$ cat src/rtl/key_gesture_decoder.sv
// -----------------------------------------------------------------------------
// key_gesture_decoder
//
// Turns the debounced key interface into gesture pulses: single click, double
// click, long press and auto-repeat ticks while the key stays held after a
// long press. Runs on the same clock as the key filter that feeds it.
//
// Ports:
//   clk           in   system clock
//   rst_n         in   asynchronous active-low reset
//   key_status    in   debounced level, 1 = released, 0 = pressed
//   key_event     in   one-cycle pulse, high in the cycle key_status changes
//   single_click  out  one-cycle pulse
//   double_click  out  one-cycle pulse
//   long_press    out  one-cycle pulse when the hold reaches LONG_CYC
//   repeat_tick   out  one-cycle pulse every REPEAT_CYC cycles while in LONG
//   busy          out  level, high whenever the FSM is not in IDLE
//   dbg_state_o   out  current FSM state, for observation only
//
// Input protocol: key_event is a qualifier, not a handshake. There is no
// backpressure; an event is consumed in the cycle it is presented. An event
// the current state does not expect is dropped without touching the state
// or the counter.
// -----------------------------------------------------------------------------
module key_gesture_decoder #(
    parameter int unsigned LONG_CYC   = 50_000_000,
    parameter int unsigned DCLICK_CYC = 15_000_000,
    parameter int unsigned REPEAT_CYC = 10_000_000,
    parameter int unsigned CNT_W      = 26
) (
    input  logic       clk,
    input  logic       rst_n,
    input  logic       key_status,
    input  logic       key_event,
    output logic       single_click,
    output logic       double_click,
    output logic       long_press,
    output logic       repeat_tick,
    output logic       busy,
    output logic [2:0] dbg_state_o
);

    localparam logic [2:0] IDLE   = 3'd0;
    localparam logic [2:0] PRESS1 = 3'd1;
    localparam logic [2:0] WAIT2  = 3'd2;
    localparam logic [2:0] PRESS2 = 3'd3;
    localparam logic [2:0] LONG   = 3'd4;

    // Last count value of each interval; a compare hit means the interval
    // has fully elapsed on this clock edge.
    localparam logic [CNT_W-1:0] LONG_LAST   = CNT_W'(LONG_CYC - 1);
    localparam logic [CNT_W-1:0] DCLICK_LAST = CNT_W'(DCLICK_CYC - 1);
    localparam logic [CNT_W-1:0] REPEAT_LAST = CNT_W'(REPEAT_CYC - 1);

    logic [2:0]       state_q, state_d;
    logic [CNT_W-1:0] cnt_q, cnt_d;
    logic             single_q, single_d;
    logic             double_q, double_d;
    logic             long_q, long_d;
    logic             repeat_q, repeat_d;
    logic             busy_q, busy_d;

    logic press_ev;
    logic release_ev;

    assign press_ev   = key_event & ~key_status;
    assign release_ev = key_event &  key_status;

    always_comb begin
        state_d  = state_q;
        cnt_d    = cnt_q;
        single_d = 1'b0;
        double_d = 1'b0;
        long_d   = 1'b0;
        repeat_d = 1'b0;

        case (state_q)
            IDLE: begin
                cnt_d = '0;
                if (press_ev) begin
                    state_d = PRESS1;
                end
            end
            PRESS1: begin
                // Release takes priority over the long-press timeout.
                if (release_ev) begin
                    state_d = WAIT2;
                    cnt_d   = '0;
                end else if (cnt_q == LONG_LAST) begin
                    state_d = LONG;
                    cnt_d   = '0;
                    long_d  = 1'b1;
                end else begin
                    cnt_d = cnt_q + CNT_W'(1);
                end
            end
            WAIT2: begin
                // A second press in the final window cycle still counts.
                if (press_ev) begin
                    state_d = PRESS2;
                    cnt_d   = '0;
                end else if (cnt_q == DCLICK_LAST) begin
                    state_d  = IDLE;
                    cnt_d    = '0;
                    single_d = 1'b1;
                end else begin
                    cnt_d = cnt_q + CNT_W'(1);
                end
            end
            PRESS2: begin
                // No timeout here: any hold length ends as a double click.
                cnt_d = '0;
                if (release_ev) begin
                    state_d  = IDLE;
                    double_d = 1'b1;
                end
            end
            LONG: begin
                // Release ends the gesture silently and masks a coincident tick.
                if (release_ev) begin
                    state_d = IDLE;
                    cnt_d   = '0;
                end else if (cnt_q == REPEAT_LAST) begin
                    cnt_d    = '0;
                    repeat_d = 1'b1;
                end else begin
                    cnt_d = cnt_q + CNT_W'(1);
                end
            end
            default: begin
                // Unreachable encodings recover to IDLE with all pulses low.
                state_d = IDLE;
                cnt_d   = '0;
            end
        endcase

        busy_d = (state_d != IDLE);
    end

    always_ff @(posedge clk or negedge rst_n) begin
        if (!rst_n) begin
            state_q  <= IDLE;
            cnt_q    <= '0;
            single_q <= 1'b0;
            double_q <= 1'b0;
            long_q   <= 1'b0;
            repeat_q <= 1'b0;
            busy_q   <= 1'b0;
        end else begin
            state_q  <= state_d;
            cnt_q    <= cnt_d;
            single_q <= single_d;
            double_q <= double_d;
            long_q   <= long_d;
            repeat_q <= repeat_d;
            busy_q   <= busy_d;
        end
    end

    assign single_click = single_q;
    assign double_click = double_q;
    assign long_press   = long_q;
    assign repeat_tick  = repeat_q;
    assign busy         = busy_q;
    assign dbg_state_o  = state_q;

endmodule

$ cat config.mk
export PLATFORM = sky130hd
export DESIGN_NAME = key_gesture_decoder
export DESIGN_NICKNAME = d
export VERILOG_FILES = /design/src/rtl/key_gesture_decoder.sv
export SDC_FILE = /design/constraint.sdc
export NUM_CORES = 1
export LEC_CHECK = 0
export CAP_MARGIN = 5
export CELL_PAD_IN_SITES_DETAIL_PLACEMENT = 1
export CELL_PAD_IN_SITES_GLOBAL_PLACEMENT = 1
export CORE_ASPECT_RATIO = 0.8
export CORE_MARGIN = 2
export CORE_UTILIZATION = 51
export CTS_BUF_LIST = sky130_fd_sc_hd__clkbuf_2
export DETAILED_ROUTE_END_ITERATION = 16
export PLACE_DENSITY_LB_ADDON = 0.1
export SLEW_MARGIN = 10
export SYNTH_ARGS = -nofsm -noshare
export SYNTH_HDL_FRONTEND = slang
export SYNTH_SLANG_ARGS = --single-unit
$ cat constraint.sdc
create_clock -name clk -period 4.5 [get_ports clk]
set_input_delay 1.35 -clock clk [delete_from_list [all_inputs] [get_ports clk]]
set_output_delay 1.35 -clock clk [all_outputs]
set_load 0.1 [all_outputs]
Word level (Yosys, flattened, before mapping)
Index checks and enable logic that the tools add are counted.
{ "op_classes": {"n_mux": 25, "n_addsub": 1, "n_eq_ne": 7, "n_bitwise": 3, "n_reduce_logical": 3} }
{ "ops": {"columns": ["op", "n"], "rows": [
  ["$mux W26", 6],
  ["$pmux W26 S3", 1],
  ["$eq A26 B24 Y1 const B", 2],
  ["$add A26 B1 Y26 const B", 1],
  ["$eq A26 B26 Y1 const B", 1],
  ["$mux W3", 6],
  ["$pmux W3 S4", 1],
  ["$mux W1", 11],
  ["$eq A3 B2 Y1 const B", 2],
  ["$eq A3 B1 Y1 const B", 1],
  ["$eq A3 B3 Y1 const B", 1],
  ["$logic_not A3 Y1", 1],
  ["$reduce_bool A3 Y1", 1],
  ["$and A1 B1 Y1", 2],
  ["$reduce_or A2 Y1", 1],
  ["$not A1 Y1", 1]
]} }
{ "totals": {"out_inout_bits": 8, "regBits": 34, "inputBits": 4, "word_cells": 46} }

Depth between registers and ports, before layout
{ "depth": {"word_depth": 5, "depth_mapped": 8, "depth_no_buf": 6} }

Worst setup path after synthesis
Ideal clock, no wire load.
{ "synth_path": {"kind": "input-to-reg", "startpoint": "in key_event", "endpoint": "reg cnt_q[0]", "path_slack_ns": 2.167, "setup_time_ns": 0.073, "required_time_ns": 4.427, "arrival_ns": 2.260, "path_stages": 5, "path_buffers": 1, "path_cell_list": "nand2_1 -> nor3b_1 -> a22oi_4 -> buf_6 -> a21oi_2"} }
{ "synth_via": {"elab_chain_cells": 3, "word_cells_on_any_way": 6, "cone_classes": "mux (4); bitwise (2)"} }
{ "synth_rtl": {"columns": ["element", "line_no", "source"], "rows": [
  ["start, declared", "34", "input logic key_event,"],
  ["$and A1 B1 Y1, on equally long branches", "67, 66", null],
  ["$mux W26, on equally long branches", "120, 86, 99", null],
  ["$pmux W26 S3 (*)", "77", "case (state_q)"],
  ["named net cnt_d[0]", "56", "logic [CNT_W-1:0] cnt_q, cnt_d;"],
  ["end signal, assigned", "151", "cnt_q <= cnt_d;"],
  ["end, declared", "56", null]
]} }
Mark *: on every way through the listed nets, which the timed path passes. The rest lies on a longest branch.

Worst setup path after layout
{ "layout_path": {"startpoint": "reg state_q[2], in the netlist dbg_state_o[2]", "endpoint": "out dbg_state_o[2]"} }
{ "layout_lines": {"columns": ["element", "line_no", "source"], "rows": [
  ["start, declared", "55", "logic [2:0] state_q, state_d;"],
  ["start signal, assigned", "150", "state_q <= state_d;"],
  ["end, declared", "40", "output logic [2:0] dbg_state_o"]
]} }
No word-level cell between the ends.

==> out/qor.txt <==
Status -> complete, no violations
Met3 GRT Util -> 0.0428
CTS tree -> yes
Pwr Total -> 0.000599 W
Postcts setup bufs -> 0
CTS H-tree lvls -> 2
Largest net degree at the start of global routing -> 35
Skew final -> 6.15 ps
Sw frac -> 0.352
Seq cells post-synth -> 34
Initial Utilization -> 0.539
Syn nets -> 197
Hold Path Class -> reg -> reg
Async set-or-reset flop fraction in the synthesized netlist -> 1.00
Mapped cell area -> 1880 um2
Die width -> 72.0 um
Logic gate share of total power -> 0.213
Gr usage total -> 0.227
Routability cong. -> 0.799
EDFF count, synth -> 0
Crit-path cells -> clkdlybuf4s50_1
Met1 usage -> 0.347
# IOs -> 12
Wire per inst -> 17.0 um
DRC -> 0
Fmax -> 289 MHz
Max-cap violation count -> 0
R2R setup slack -> 1660 ps
Final WS setup -> 1040 ps
DP HPWL -> 2.88 mm
Final setup violation count -> 0
Vias -> 1450
Post-synth top area share -> 0.452
Worst Path Required -> 3150 ps
Num CTS Buffers -> 5
Clock Power Share -> 0.234
Post-synth cell types -> 34
Multi-input combinational cell area -> 951 um2
Worst-Margin Slew -> 987 ps
DR iter-0 viols -> 72
Max VDD drop -> 0.000283 V
Critical path class -> reg -> out
Normalized max-slew margin -> 0.342
Vias in the first global route -> 1446
CTS max path bufs -> 2
Root Buffer -> clkbuf_2
GR peak layer -> met1
Initial antenna violation count -> 0
GR Util met2 -> 0.336
CP delay by family, top -> buffers and inverters
FF/Latch Area -> 851 um2
Fill cells -> 405
Core area -> 3490 um2
NetSw -> 0.000211 W
Yosys warnings -> 0
Fin cells -> 243
Die area -> 4200 um2
Synth Area per Inst -> 9.81 um2
Synth area leaders -> dfrtp_1 45%, a21oi_2 9.3%, xnor2_1 8.4%, nor4_1 3.7%, nand3_1 3.2%
Post-DR vias/cell -> 5.97
RSZ-0062 raised after global routing -> false
Row count -> 19
Commonest cells in the synthesized netlist -> 34 x dfrtp_1, 20 x a21oi_2, 18 x xnor2_1
DIE HEIGHT -> 58.4 um
Seq pwr share -> 0.553
Endpoints failing hold -> 0
Gate Count Post-Synth -> 192
Prevailing post-synth register cell -> dfrtp_1
First-pass GRT wire length -> 7.29 mm
Clock-pin slew on the worst setup and hold paths -> 170 ps
Power Internal -> 0.000388 W
Cts repair resizes -> 0
Leakage -> 0.718 nW
CP peak stage delay -> 1200 ps
Most frequent cell after synthesis -> dfrtp_1
Cell accounting for the most synthesized area -> dfrtp_1
Tmin final -> 3460 ps
N_diodes -> 0
Hold buffer count at CTS -> 0
Post-route ant nets -> 0
Crit-path max FO -> 10
P per Cell Area -> 294 nW/um2
IO Port Bufs -> 11
Dpl cells -> 235
Setup_tns -> 0 ps
Critical path endpoint category -> primary output
GR Overflow Total -> 0
Slowest cell on the critical path -> clkdlybuf4s50_1
Layout cells sized above 1 -> 0.169
Fin crit share -> 0.770
Startpoint type of the worst setup path -> flip-flop
Max-slew violations -> 0
Total wire length -> 4.13 mm
Buffers & Inverters on Critical Path -> 1
Post-synthesis sequential area ratio -> 0.452
Pre-CTS WS -> 1070 ps
Clk sink count -> 34
Arrival time at the worst endpoint -> 2110 ps
Clk_lat worst skew -> 360 ps
Area growth from synthesis to layout -> 8.10%
Final net count -> 205
Pre-antenna DRT Iters -> 4
Hold slack -> 496 ps
==> power by group through the flow <==
stage	combinational (W)	sequential [W]	clock [W]
final	0.000128	0.000331	0.000140
after global routing	0.000138	0.000334	0.000158
after CTS	0.000129	0.000331	0.000148
after detailed placement	0.000129	0.000337	0
after global placement	0.000125	0.000335	0
after floorplan	0.0000650	0.000373	0
==> kinds of logic (layout without fill, tap and decap cells) <==
family                     Yosys count  after routing  share of synthesized area
AOI/OAI and AO/OA                   36             36                      0.149
DFF                                 34             34                      0.452
buffers and inverters               17             26                     0.0438
xor gates and xnor gates            24             24                      0.112
and+or+nand+nor                     80             80                      0.238
adders and majority gates            1              1                    0.00664
==> per-layer routing <==
metal / vias up / routed length [um]
met4: 0 / 8
met3: 2 / 163
met5: - / 0
li1: 693 / -
met1: 731 / 2070
met2: 24 / 1880
==> cells in the final DEF (no fill, tap or decap), types with 2 or more instances in the layout <==
master	n
dfrtp_1	34
a21oi_2	20
xnor2_1	18
nand2_1	12
nand3_1	12
nor3_1	11
nor4_1	11
clkdlybuf4s50_1	11
nor2_1	9
a21oi_1	7
xor2_1	6
clkbuf_2	6
nand2b_1	5
inv_1	5
nand4_1	5
nor2b_1	4
o21ai_0	4
and3_1	2
nand4b_1	2
buf_4	2
==> sequential cells by signal, indices dropped and copies added (netlist names) <==
signal        count
long_press        1
repeat_tick       1
busy              1
dbg_state_o       3
single_click      1
double_click      1
cnt_q            26
==> final timing paths <==
| path | cells past startpoint | endpoint | startpoint |
|---|---|---|---|
| hold / removal | 1 | cnt_q[0] | cnt_q[0] |
| setup / recovery | 1 | dbg_state_o[2] | dbg_state_o[2] |
| setup reg to reg | 5 | cnt_q[16] | cnt_q[7] |
| hold reg to reg | 1 | cnt_q[0] | cnt_q[0] |
| min in group asynchronous | 2 | cnt_q[17] | rst_n |
| max in group asynchronous | 2 | cnt_q[11] | rst_n |
==> layout make-up <==
class | instances | area share
clock buffer | 6 | 0.0147
clock inverter | 2 | 0.00430
inverter | 5 | 0.00921
multi-input combinational | 141 | 0.467
sequential | 34 | 0.418
tap | 42 | 0.0258
timing repair buffer | 13 | 0.0614
==> stage by stage <==
step,utilization,area [um2]
6_report,0.583,2040
5_1_grt,0.583,2040
4_1_cts,0.583,2040
3_5_place_dp,0.572,2000
3_3_place_gp,0.572,2000
2_1_floorplan,-,1880
No activity file was read; power rests on OpenSTA's default activity.
